[src/rtl/alu_seq_pkg.sv]
// Shared opcodes, FSM states and constants for the ALU sequencer.
package alu_seq_pkg;

  localparam logic [4:0] OP_ADD = 5'd0;
  localparam logic [4:0] OP_SUB = 5'd1;
  localparam logic [4:0] OP_SHR = 5'd2;
  localparam logic [4:0] OP_SHL = 5'd3;
  localparam logic [4:0] OP_AND = 5'd4;
  localparam logic [4:0] OP_OR  = 5'd5;
  localparam logic [4:0] OP_NOT = 5'd6;
  localparam logic [4:0] OP_GT  = 5'd7;
  localparam logic [4:0] OP_LT  = 5'd8;
  localparam logic [4:0] OP_EQ  = 5'd9;
  localparam logic [4:0] OP_NE  = 5'd10;
  localparam logic [4:0] OP_MUL = 5'd11;
  localparam logic [4:0] OP_DIV = 5'd12;

  localparam logic [1:0] CMP_GT = 2'd0;
  localparam logic [1:0] CMP_LT = 2'd1;
  localparam logic [1:0] CMP_EQ = 2'd2;
  localparam logic [1:0] CMP_NE = 2'd3;

  localparam logic [31:0] RESULT_DIV0 = 32'hFFFF_FFFF;

  typedef enum logic [2:0] {
    ST_IDLE = 3'd0,
    ST_EXEC = 3'd1,
    ST_MUL  = 3'd2,
    ST_DIV  = 3'd3,
    ST_RESP = 3'd4
  } state_t;

  function automatic logic is_compare(input logic [4:0] op);
    return (op >= OP_GT) && (op <= OP_NE);
  endfunction

endpackage

[src/rtl/alu_seq_compare.sv]
// Combinational unsigned comparator: gt / lt / eq / ne selected by mode.
module alu_seq_compare
  import alu_seq_pkg::*;
#(
  parameter int WIDTH = 32
) (
  input  logic [1:0]       mode,
  input  logic [WIDTH-1:0] a,
  input  logic [WIDTH-1:0] b,
  output logic             hit
);

  always_comb begin
    hit = 1'b0;
    case (mode)
      CMP_GT:  hit = (a > b);
      CMP_LT:  hit = (a < b);
      CMP_EQ:  hit = (a == b);
      CMP_NE:  hit = (a != b);
      default: hit = 1'b0;
    endcase
  end

endmodule

[src/rtl/alu_sequencer.sv]
// Request/response controller around an external 32-bit ALU; sequences
// multiply and divide as 32-step loops over the ALU adder/subtractor.
module alu_sequencer
  import alu_seq_pkg::*;
#(
  parameter int WIDTH  = 32,
  parameter int ITER_W = 6
) (
  input  logic             clk_i,
  input  logic             rst_i,
  input  logic             req_valid_i,
  output logic             req_ready_o,
  input  logic [4:0]       req_op_i,
  input  logic [WIDTH-1:0] req_a_i,
  input  logic [WIDTH-1:0] req_b_i,
  input  logic             req_cin_i,
  input  logic             req_rot_i,
  output logic             rsp_valid_o,
  input  logic             rsp_ready_i,
  output logic [WIDTH-1:0] rsp_result_o,
  output logic             rsp_flag_o,
  output logic             busy_o,
  output logic [4:0]       alu_sel_o,
  output logic [WIDTH-1:0] alu_a_o,
  output logic [WIDTH-1:0] alu_b_o,
  output logic             alu_cin_o,
  output logic             alu_bin_o,
  output logic             alu_rot_o,
  input  logic [WIDTH-1:0] alu_result_i,
  input  logic             alu_cout_i
);

  state_t state_q, state_d;

  // a_q doubles as multiplicand (MUL) and quotient (DIV); b_q as multiplier
  // (MUL) and divisor (DIV); acc_q as accumulator (MUL) and remainder (DIV).
  logic [4:0]        op_q;
  logic [WIDTH-1:0]  a_q, b_q, acc_q, result_q;
  logic              cin_q, rot_q, flag_q;
  logic [ITER_W-1:0] cnt_q;

  logic             accept, last_iter, cmp_hit, trial_ge;
  logic [1:0]       cmp_mode;
  logic [WIDTH-1:0] cmp_a, cmp_b, trial, acc_next, rem_next, quo_next;

  assign accept    = (state_q == ST_IDLE) && req_valid_i;
  assign last_iter = (cnt_q == ITER_W'(WIDTH - 1));
  assign trial     = {acc_q[WIDTH-2:0], a_q[WIDTH-1]};

  // One comparator serves both the compare ops and the divide restore test.
  always_comb begin
    cmp_mode = CMP_GT;
    cmp_a    = req_a_i;
    cmp_b    = req_b_i;
    if (state_q == ST_DIV) begin
      cmp_mode = CMP_LT;
      cmp_a    = trial;
      cmp_b    = b_q;
    end else begin
      case (req_op_i)
        OP_LT:   cmp_mode = CMP_LT;
        OP_EQ:   cmp_mode = CMP_EQ;
        OP_NE:   cmp_mode = CMP_NE;
        default: cmp_mode = CMP_GT;
      endcase
    end
  end

  alu_seq_compare #(.WIDTH(WIDTH)) u_compare (
    .mode (cmp_mode),
    .a    (cmp_a),
    .b    (cmp_b),
    .hit  (cmp_hit)
  );

  assign trial_ge = ~cmp_hit;
  assign acc_next = b_q[0] ? alu_result_i : acc_q;
  assign rem_next = trial_ge ? alu_result_i : trial;
  assign quo_next = {a_q[WIDTH-2:0], trial_ge};

  always_ff @(posedge clk_i or posedge rst_i) begin
    if (rst_i) state_q <= ST_IDLE;
    else       state_q <= state_d;
  end

  always_comb begin
    state_d = state_q;
    case (state_q)
      ST_IDLE: begin
        if (accept) begin
          if (req_op_i <= OP_NOT)          state_d = ST_EXEC;
          else if (is_compare(req_op_i))   state_d = ST_RESP;
          else if (req_op_i == OP_MUL)     state_d = ST_MUL;
          else if (req_op_i == OP_DIV)     state_d = (req_b_i != '0) ? ST_DIV : ST_RESP;
          else                             state_d = ST_RESP;
        end
      end
      ST_EXEC: state_d = ST_RESP;
      ST_MUL:  if (last_iter) state_d = ST_RESP;
      ST_DIV:  if (last_iter) state_d = ST_RESP;
      ST_RESP: if (rsp_ready_i) state_d = ST_IDLE;
      default: state_d = ST_IDLE;
    endcase
  end

  always_comb begin
    req_ready_o = (state_q == ST_IDLE);
    busy_o      = (state_q != ST_IDLE);
    rsp_valid_o = (state_q == ST_RESP);
    alu_sel_o   = '0;
    alu_a_o     = '0;
    alu_b_o     = '0;
    alu_cin_o   = 1'b0;
    alu_bin_o   = 1'b0;
    alu_rot_o   = 1'b0;
    case (state_q)
      ST_EXEC: begin
        alu_sel_o = op_q;
        alu_a_o   = a_q;
        alu_b_o   = b_q;
        alu_cin_o = cin_q;
        alu_bin_o = cin_q;
        alu_rot_o = rot_q;
      end
      ST_MUL: begin
        alu_sel_o = OP_ADD;
        alu_a_o   = acc_q;
        alu_b_o   = a_q;
      end
      ST_DIV: begin
        alu_sel_o = OP_SUB;
        alu_a_o   = trial;
        alu_b_o   = b_q;
      end
      default: ;
    endcase
  end

  // Datapath registers; results are captured on the edge that enters RESP.
  always_ff @(posedge clk_i or posedge rst_i) begin
    if (rst_i) begin
      op_q     <= '0;
      a_q      <= '0;
      b_q      <= '0;
      acc_q    <= '0;
      cin_q    <= 1'b0;
      rot_q    <= 1'b0;
      cnt_q    <= '0;
      result_q <= '0;
      flag_q   <= 1'b0;
    end else begin
      case (state_q)
        ST_IDLE: begin
          if (accept) begin
            op_q     <= req_op_i;
            a_q      <= req_a_i;
            b_q      <= req_b_i;
            cin_q    <= req_cin_i;
            rot_q    <= req_rot_i;
            acc_q    <= '0;
            cnt_q    <= '0;
            result_q <= '0;
            flag_q   <= 1'b0;
            if (is_compare(req_op_i)) begin
              result_q <= WIDTH'(cmp_hit);
            end else if (req_op_i == OP_DIV && req_b_i == '0) begin
              result_q <= RESULT_DIV0;
              flag_q   <= 1'b1;
            end else if (req_op_i > OP_DIV) begin
              flag_q   <= 1'b1;
            end
          end
        end
        ST_EXEC: begin
          result_q <= alu_result_i;
          flag_q   <= (op_q == OP_ADD || op_q == OP_SUB) ? alu_cout_i : 1'b0;
        end
        ST_MUL: begin
          acc_q <= acc_next;
          a_q   <= a_q << 1;
          b_q   <= b_q >> 1;
          cnt_q <= cnt_q + ITER_W'(1);
          if (last_iter) begin
            result_q <= acc_next;
            flag_q   <= 1'b0;
          end
        end
        ST_DIV: begin
          acc_q <= rem_next;
          a_q   <= quo_next;
          cnt_q <= cnt_q + ITER_W'(1);
          if (last_iter) begin
            result_q <= quo_next;
            flag_q   <= 1'b0;
          end
        end
        default: ;
      endcase
    end
  end

  assign rsp_result_o = result_q;
  assign rsp_flag_o   = flag_q;

endmodule

[config.mk]
export PLATFORM = sky130hd
export DESIGN_NAME = alu_sequencer
export DESIGN_NICKNAME = d
export VERILOG_FILES = /design/src/rtl/alu_seq_pkg.sv /design/src/rtl/alu_seq_compare.sv /design/src/rtl/alu_sequencer.sv
export SDC_FILE = /design/constraint.sdc
export NUM_CORES = 1
export LEC_CHECK = 0
export CAP_MARGIN = 40
export CORE_UTILIZATION = 55
export DETAILED_ROUTE_END_ITERATION = 16
export PLACE_DENSITY = 0.86
export REMOVE_ABC_BUFFERS = 1
export SYNTH_ARGS = -nofsm -noshare
export SYNTH_HDL_FRONTEND = slang
export SYNTH_SLANG_ARGS = --single-unit
[constraint.sdc]
create_clock -name clk_i -period 7.5 [get_ports clk_i]
set_clock_uncertainty 0.1 [all_clocks]
set_input_delay 0.75 -clock clk_i [delete_from_list [all_inputs] [get_ports clk_i]]
set_output_delay 0.75 -clock clk_i [all_outputs]
set_load 0.02 [all_outputs]
* After elaboration in Yosys (flattened, before gate mapping)
Cells that the tools add are included.
** Cells by class
- Add/sub/neg operators :: 1
- Magnitude comparators :: 6
- Equality and inequality tests :: 21
- Muxes and demuxes :: 42
- Bitwise gates (word level) :: 1
- Reduce and logical (&&, ||, !) cells :: 24
** Operator list (number)
- $mux 32 :: 12
- $pmux 32 s3 :: 3
- $pmux 32 s2 :: 2
- $pmux 32 s4 :: 1
- $eq 32x32->1 :: 1
- $gt 32x32->1 :: 1
- $logic_not 32->1 :: 1
- $lt 32x32->1 :: 1
- $ne 32x32->1 :: 1
- $reduce_bool 32->1 :: 1
- $eq 5x4->1 const B :: 5
- $mux 3 :: 8
- $pmux 3 s4 :: 1
- $pmux 6 s2 :: 1
- $pmux 5 s2 :: 1
- $reduce_bool 3->1 :: 3
- $mux 1 :: 8
- $reduce_and 2->1 :: 4
- $add 6x1->6 const B :: 1
- $eq 3x2->1 const B :: 2
- $eq 6x5->1 const B :: 1
- $mux 6 :: 1
- $ne 2x1->1 const B :: 3
- $pmux 2 s3 :: 1
- other kinds (24) :: 31
** Word-level totals
- Bits in registers :: 145
- Input port bits :: 108
- Output and inout port bits :: 108
- Word-level logic and storage cells :: 105

* Depth between registers and ports, before layout
Gate-level depths: netlist of the first run.
- Depth after elaboration :: 8
- Mapped depth :: 18
- Depth with buffers taken out :: 12

* By module
A second synthesis of the first run with hierarchy kept.
** Unflattened totals
- Cell total of the unflattened synthesis :: 1244
- Area, all modules :: 9959.6 um2
** Modules (own cells, without submodules)
- alu_sequencer :: times used 1, cells an instance 1125, area an instance 9110.0 um2, sequential area each 3628.5 um2
- alu_seq_compare :: times used 1, cells an instance 119, area an instance 849.6 um2, sequential area each 0.0 um2

* Least setup slack after synthesis of the first run
OpenSTA, ideal clock, no wires.
- Path type :: register -> register
- Start point :: register state_q[0]
- End point :: register acc_q[31]
- Library setup time :: 126 ps
- Data arrival time :: 3700 ps
- Data required time :: 7274 ps
- Slack :: 3574 ps
- Stages on the path, launching flop included :: 18
- Buffers on the path :: 6
- Clock period less this slack :: 3926 ps
- Cell sequence :: dfrtp_1 > buf_6 > nor2b_1 > clkbuf_1 > and2_1 > buf_2 > clkbuf_1 > buf_2 > mux2i_1 > ha_1 > a21oi_2 > nand2_1 > a221o_1 > o31ai_2 > nand3_2 > a22o_4 > buf_6 > a221o_1
** Between the ends
- Cells in the longest elaborated chain, start to end :: 6
- Elaborated cells on any way between the ends :: 21
- Classes of those cells :: 2 x order compare; 8 x eq/ne; 6 x mux; 5 x reduce/logical
** RTL lines
- start: declaration :: line alu_sequencer.sv:33 : state_t state_q, state_d;
- start signal: assignment :: line alu_sequencer.sv:83 : else state_q <= state_d;
- $eq 3x2->1 :: line alu_sequencer.sv:55, alu_sequencer.sv:152
- $mux 32 / $mux 2 (equally long branches) :: line alu_sequencer.sv:55 : if (state_q == ST_DIV) begin
- $lt 32x32->1, or another cell as far along :: line alu_seq_compare.sv:17 : CMP_LT: hit = (a < b);
- $pmux 1 s4 :: line alu_seq_compare.sv:15 : case (mode)
- $mux 32 :: line alu_sequencer.sv:78 : assign rem_next = trial_ge ? alu_result_i : trial;
- $pmux 32 s3 :: line alu_sequencer.sv:152 : case (state_q)
- end signal: assignment :: line alu_sequencer.sv:179 : acc_q <= acc_next;
- end signal: assignment :: line alu_sequencer.sv:189 : acc_q <= rem_next;
- end: declaration :: line alu_sequencer.sv:38 : logic [WIDTH-1:0] a_q, b_q, acc_q, result_q;
Several ways; a longest one is shown, not always the timed one.
A chain may end at the register's enable or synchronous reset.

* Worst setup path after layout of the first run
- Start point :: register state_q[2]
- End point :: register acc_q[29]
Same word-level chain as after synthesis.

==> impl_metrics.tcl, run 1 <==
set metrics [dict create \
    grt_pass1_wl_mm 49.3 \
    port_buffers 215 \
    setup_viol 0 \
    grt_use_total_pct 35.7 \
    num_rows 47 \
    tightest_slew_ns 0.978 \
    p_comb_share_pct 36.5 \
    grt_max_degree 96 \
    critPathLaunch "state_q[2]$_DFFE_PP0P_" \
    worstPathCellList "buf_16 > nor2b_4 > and2_4 > buf_4 > nand2_1 > nand2_1 > ha_1 > a21oi_1 > o21ai_1 > a221o_1 > o31ai_2 > nand3_2 > a22o_4 > a221o_1" \
    drive_above_1_share_pct 8.24 \
    syn_area_sq_mm 0.00949 \
    hold_viol_final 0 \
    pwr-share-clk_pct 23.5 \
    synth.top_cell.area_share_pct 38.2 \
    start_util_pct 56.8 \
    outcome "finished, final reports clean" \
    place.gp.congestion 0.877 \
    drt_wl_total_mm 31.4 \
    placed_area_sq_mm 0.0118 \
    area_growth_pct 30.6 \
    dieWidth_microns 133 \
    synth_cells 1036 \
    yosysWarnings 0 \
    end_kind "flip-flop" \
    cts_resized 0 \
    post_cts_buffers 0 \
    r2r-start "state_q[2]$_DFFE_PP0P_" \
    synthTopCellsByCount "nand2_1, dfrtp_1, mux2i_1" \
    dr.pass1.iters 6 \
    cp_max_fo 54 \
    p_sw_share_pct 38.8 \
    crit_family "compound AO/OA/AOI/OAI gates" \
    required_ns 7.71 \
    layout_setup_ws_ns 2.37 \
    io_pins 216 \
    overflow 0 \
    switchingPower_uw 1400 \
    power.internal_uw 2210 \
    min_path_type "flip-flop to flip-flop" \
    cp.arrival_ns 5.35 \
    fin_setup_tns_ns 0 \
    finalMaxSlewViolations 0 \
    nFillCells 1234 \
    yosysMostFrequentCell "nand2_1" \
    cts_buffer_depth 2 \
    drc 0 \
    synth-edff-count 0 \
    antenna_left 0 \
    diodes 0 \
    vias 9419 \
    slowest_stage "and2_4" \
    slowest_delay_ns 0.73 \
    avgSynthCellArea_sq_um 9.16 \
    root_buffer "clkbuf_16" \
    max_freq_ghz 0.195 \
    period_share_pct 68.5 \
    placed_cells_incl_taps 1402 \
    worstSetupStartpointType "flip-flop" \
    cts_hold_buf 0 \
    die_area_sq_mm 0.0178 \
    grt_antenna_before_repair 1 \
    die_h_microns 133 \
    initialDrtViolationCount 1110 \
    design_area_sq_mm 0.0124 \
    max_slew_margin_pct 34.8 \
    yosysUniqueCellTypes 57 \
    hp-start "cin_q$_DFFE_PP0P_" \
    max_cap_viol_count 0 \
    rsz0062_at_grt "false" \
    p_leak_uw 0.00511 \
    synth_ff_type "dfrtp_1" \
    p_per_area_mw_per_mm2 291 \
    seqPwrFrac_pct 40.0 \
    synth_top_cell_by_area "dfrtp_1" \
    clk_pin_slew_worst_paths_ns 0.06 \
    path_buf_inv 2 \
    ys_ff_latch 145 \
    nNetsFinal 1342 \
    final_cells 1433 \
    h-tree-depth 4 \
    max-vdd-ir-drop_uv 191 \
    wl_per_cell_microns 21.9 \
    crit_type "flip-flop to flip-flop" \
    core_sq_mm 0.0167 \
    tritoncts "built" \
    finalPower_uw 3600 \
    cts_inserted_buffers 17 \
    place_ws_ns 2.51 \
    numClockSinks 145 \
    viasPerCell 6.57 \
    ys_seq_area_share_pct 38.2 \
    dpl.hpwl_mm 20.3 \
    timing.final.crit_period_ns 5.13 \
    ys_top_cells_by_area "dfrtp_1, mux2i_1, nand2_1, ha_1, a21oi_1" \
    clk_latency_ns 0.44 \
    ys_async_sr_fraction_pct 100 \
    grt_pass1_vias 9263 \
]
routing by layer:
layer	wire length, microns	global-route usage [%]	share of wire [%]	up-vias
met5	16	0	0.051	-
li1	-	-	-	4184
met1	12400	46.6	39	4488
met2	14400	54.6	46	629
met4	1230	17.4	3.9	2
met3	3370	9.93	11	116
registers in the layout (all words and copies together), names as in the netlist:
signal        cells
acc_q            32
rsp_flag_o        1
rsp_result_o     32
cin_q             1
op_q              5
a_q              32
b_q              32
cnt_q             6
rot_q             1
state_q           3
worst reg2reg max path: stages (launching register included):
cell	delay [ns]
dfrtp_2	0.59
buf_16	0.27
nor2b_4	0.49
and2_4	0.74
buf_4	0.50
nand2_1	0.13
nand2_1	0.09
ha_1	0.24
a21oi_1	0.14
o21ai_1	0.08
a221o_1	0.36
o31ai_2	0.26
nand3_2	0.19
a22o_4	0.44
a221o_1	0.42
per-stage QoR:
stage,utilization [%],hold WS [ns]
final,74.3,0.399
after global routing,74.3,0.437
after CTS,74.3,0.406
after detailed placement,70.9,0.393
after global placement,70.0,0.382
after floorplan,-,0.372
final cells by class:
type | instances | area (sq um) | share of cell area [%]
inverter | 4 | 20.0 | 0.161
multi-input combinational | 798 | 5510 | 44.4
sequential | 145 | 3630 | 29.3
clock inverter | 6 | 80.1 | 0.646
clock buffer | 25 | 485 | 3.91
tap | 220 | 275 | 2.22
timing repair buffer | 235 | 2400 | 19.3
power by group through the flow:
| stage | Clock, uW | Sequential (uW) | Combinational [uW] |
|---|---|---|---|
| 5_1_grt | 882 | 1480 | 1420 |
| 3_5_place_dp | 0 | 1440 | 1290 |
| 6_report | 847 | 1440 | 1310 |
| 2_1_floorplan | 0 | 1460 | 634 |
| 3_3_place_gp | 0 | 1450 | 1210 |
| 4_1_cts | 842 | 1430 | 1310 |
final timing paths:
path / endpoint / slack, ns / cells past startpoint
min in group asynchronous: rsp_result_o[15]$_DFFE_PP0P_ / 0.61 / 2
setup / recovery: acc_q[29]$_DFFE_PP0P_ / 2.37 / 14
hold reg to reg: cin_q$_DFFE_PP0P_ / 0.40 / 1
max in group asynchronous: state_q[1]$_DFFE_PP0P_ / 5.52 / 3
hold / removal: cin_q$_DFFE_PP0P_ / 0.40 / 1
setup reg to reg: acc_q[29]$_DFFE_PP0P_ / 2.37 / 14
logic make-up (layout without fill, tap and decap cells):
group / after synthesis / after routing / share of synthesized area [%]
and+or+nand+nor: 324 / 324 / 16.0
AOI/OAI and AO/OA: 305 / 305 / 22.6
DFF: 145 / 145 / 38.2
xor gates and xnor gates: 2 / 2 / 0.185
muxes: 134 / 134 / 14.3
buffers and inverters: 93 / 270 / 4.39
adders and majority gates: 33 / 33 / 4.35
cell usage in the layout, fill, tap and decap left out, types with 4 or more instances in the layout:
cell type	count
nor2b_1	11
nand2_1	179
nand3_1	7
buf_16	4
buf_4	14
mux2i_1	124
a21oi_1	78
clkdlybuf4s50_1	215
and2b_2	21
nor3_1	6
a211oi_1	32
a221o_1	33
nor2_2	4
o21ai_1	7
dfrtp_1	142
nor4_1	11
clkbuf_1	5
nor2_1	45
a22o_1	33
mux2_2	10
and2_1	7
nand4_1	8
ha_1	33
o21ai_0	68
clkinv_2	4
a222oi_1	31
and2b_1	4
clkbuf_16	17
Power figures use the tool's default switching activity.
==> inputs of run 2 (changes only) <==
--- a/config.mk
+++ b/config.mk
@@ -6,9 +6,9 @@
 export NUM_CORES = 1
 export LEC_CHECK = 0
 export CAP_MARGIN = 40
-export CORE_UTILIZATION = 55
+export CORE_UTILIZATION = 52
 export DETAILED_ROUTE_END_ITERATION = 16
-export PLACE_DENSITY = 0.86
+export PLACE_DENSITY = 0.82
 export REMOVE_ABC_BUFFERS = 1
 export SYNTH_ARGS = -nofsm -noshare
 export SYNTH_HDL_FRONTEND = slang
==> constraint.sdc (replaced) <==
create_clock -name clk_i -period 5.2 [get_ports clk_i]
set_clock_uncertainty 0.1 [all_clocks]
set_input_delay 0.52 -clock clk_i [delete_from_list [all_inputs] [get_ports clk_i]]
set_output_delay 0.52 -clock clk_i [all_outputs]
set_load 0.02 [all_outputs]
==> impl_metrics.tcl, run 2 (synthesis gave the netlist of run 1 again) <==
set metrics [dict create \
    outcome "finished, final reports clean" \
    wl_per_cell_microns 21.8 \
    worstSetupStartpointType "flip-flop" \
    clk_latency_ns 0.43 \
    antenna_left 0 \
    final_common_cell "clkdlybuf4s50_1" \
    drt_wl_total_mm 31.6 \
    cts_resized 0 \
    period_share_pct 90.7 \
    crit_type "flip-flop to primary output" \
    place.gp.congestion 0.858 \
    grt_max_degree 81 \
    die_h_microns 137 \
    root_buffer "clkbuf_16" \
    dieWidth_microns 137 \
    grt_pass1_vias 8975 \
    start_util_pct 53.0 \
    fin_util_pct 69.2 \
    max-vdd-ir-drop_uv 275 \
    post_cts_buffers 0 \
    max_cap_viol_count 0 \
    max_freq_ghz 0.212 \
    grt_pass1_wl_mm 49.5 \
    finalMaxSlewViolations 0 \
    cts_hold_buf 0 \
    place_ws_ns 0.690 \
    end_kind "primary output" \
    required_ns 4.58 \
    drive_above_1_share_pct 8.87 \
    clk_pin_slew_worst_paths_ns 0.06 \
    fin_setup_tns_ns 0 \
    nNetsFinal 1346 \
    p_per_area_mw_per_mm2 418 \
    cp.arrival_ns 4.09 \
    p_leak_uw 0.00510 \
    design_area_sq_mm 0.0124 \
    cp_max_fo 51 \
    placed_area_sq_mm 0.0118 \
    max_slew_margin_pct 38.9 \
    numClockSinks 145 \
    min_path_type "flip-flop to flip-flop" \
    io_pins 216 \
    hold_viol_final 0 \
    viasPerCell 6.43 \
    tightest_slew_ns 0.916 \
    vias 9310 \
    timing.final.crit_period_ns 4.71 \
    finalPower_uw 5180 \
    dr.pass1.iters 7 \
    grt_antenna_before_repair 3 \
    core_sq_mm 0.0179 \
    tritoncts "built" \
    layout_setup_ws_ns 0.486 \
    setup_viol 0 \
    num_rows 49 \
    port_buffers 215 \
    h-tree-depth 4 \
    cts_buffer_depth 2 \
    overflow 0 \
    rsz0062_at_grt "false" \
    dpl.hpwl_mm 20.9 \
    area_growth_pct 30.5 \
    die_area_sq_mm 0.0188 \
    cts_inserted_buffers 17 \
    initialDrtViolationCount 916 \
    layout_common_cells "clkdlybuf4s50_1, nand2_1, dfrtp_1, mux2i_1, a21oi_1" \
    drc 0 \
    grt_use_total_pct 34.6 \
]
-- run 2: per-layer routing --
layer	vias up	routed length (microns)	track usage, %
met5	-	13	0
met4	2	901	13.8
met3	70	3110	6.89
met2	540	14500	53.7
met1	4491	13000	47.4
li1	4207	-	-
-- run 2: through the flow --
| step | std cells | hold slack (ns) |
|---|---|---|
| CTS | 1446 | 0.400 |
| global placement | 1414 | 0.382 |
| floorplan | 947 | 0.372 |
| global route | 1447 | 0.415 |
| finish | 1448 | 0.397 |
| detailed placement | 1415 | 0.388 |
-- run 2: worst max-delay path, cell delays in order, from the launching register on --
cell and delay (ns):
dfrtp_4 0.67, buf_4 0.64, nand2b_1 0.44, nor2_4 0.68
buf_12 0.31, a22o_1 0.24, clkdlybuf4s50_1 0.63
-- run 2: final timing paths --
path	startpoint	cells past startpoint	to	slack, ns
max	state_q[1]$_DFFE_PP0P_	6	alu_b_o[19]	0.49
min	rot_q$_DFFE_PP0P_	1	rot_q$_DFFE_PP0P_	0.40
max reg2reg	state_q[2]$_DFFE_PP0P_	12	acc_q[13]$_DFFE_PP0P_	0.53
min reg2reg	rot_q$_DFFE_PP0P_	1	rot_q$_DFFE_PP0P_	0.40
max in group asynchronous	rst_i	3	rsp_result_o[21]$_DFFE_PP0P_	3.41
min in group asynchronous	rst_i	2	rsp_result_o[15]$_DFFE_PP0P_	0.51
-- run 2: final cells by class --
class                      count  area (sq um)
tap                          229           287
timing repair buffer         239          2360
fill                        1438          5510
inverter                       4          20.0
clock buffer                  20           457
multi-input combinational    798          5510
antenna                        2          5.00
clock inverter                11           114
sequential                   145          3630
-- run 2: power by group --
group	leakage [uW]	internal, uW	switching (uW)
registers	0.00181	1570	492
clock network	0.000281	724	493
logic	0.00301	862	1050
total	0.00510	3150	2030
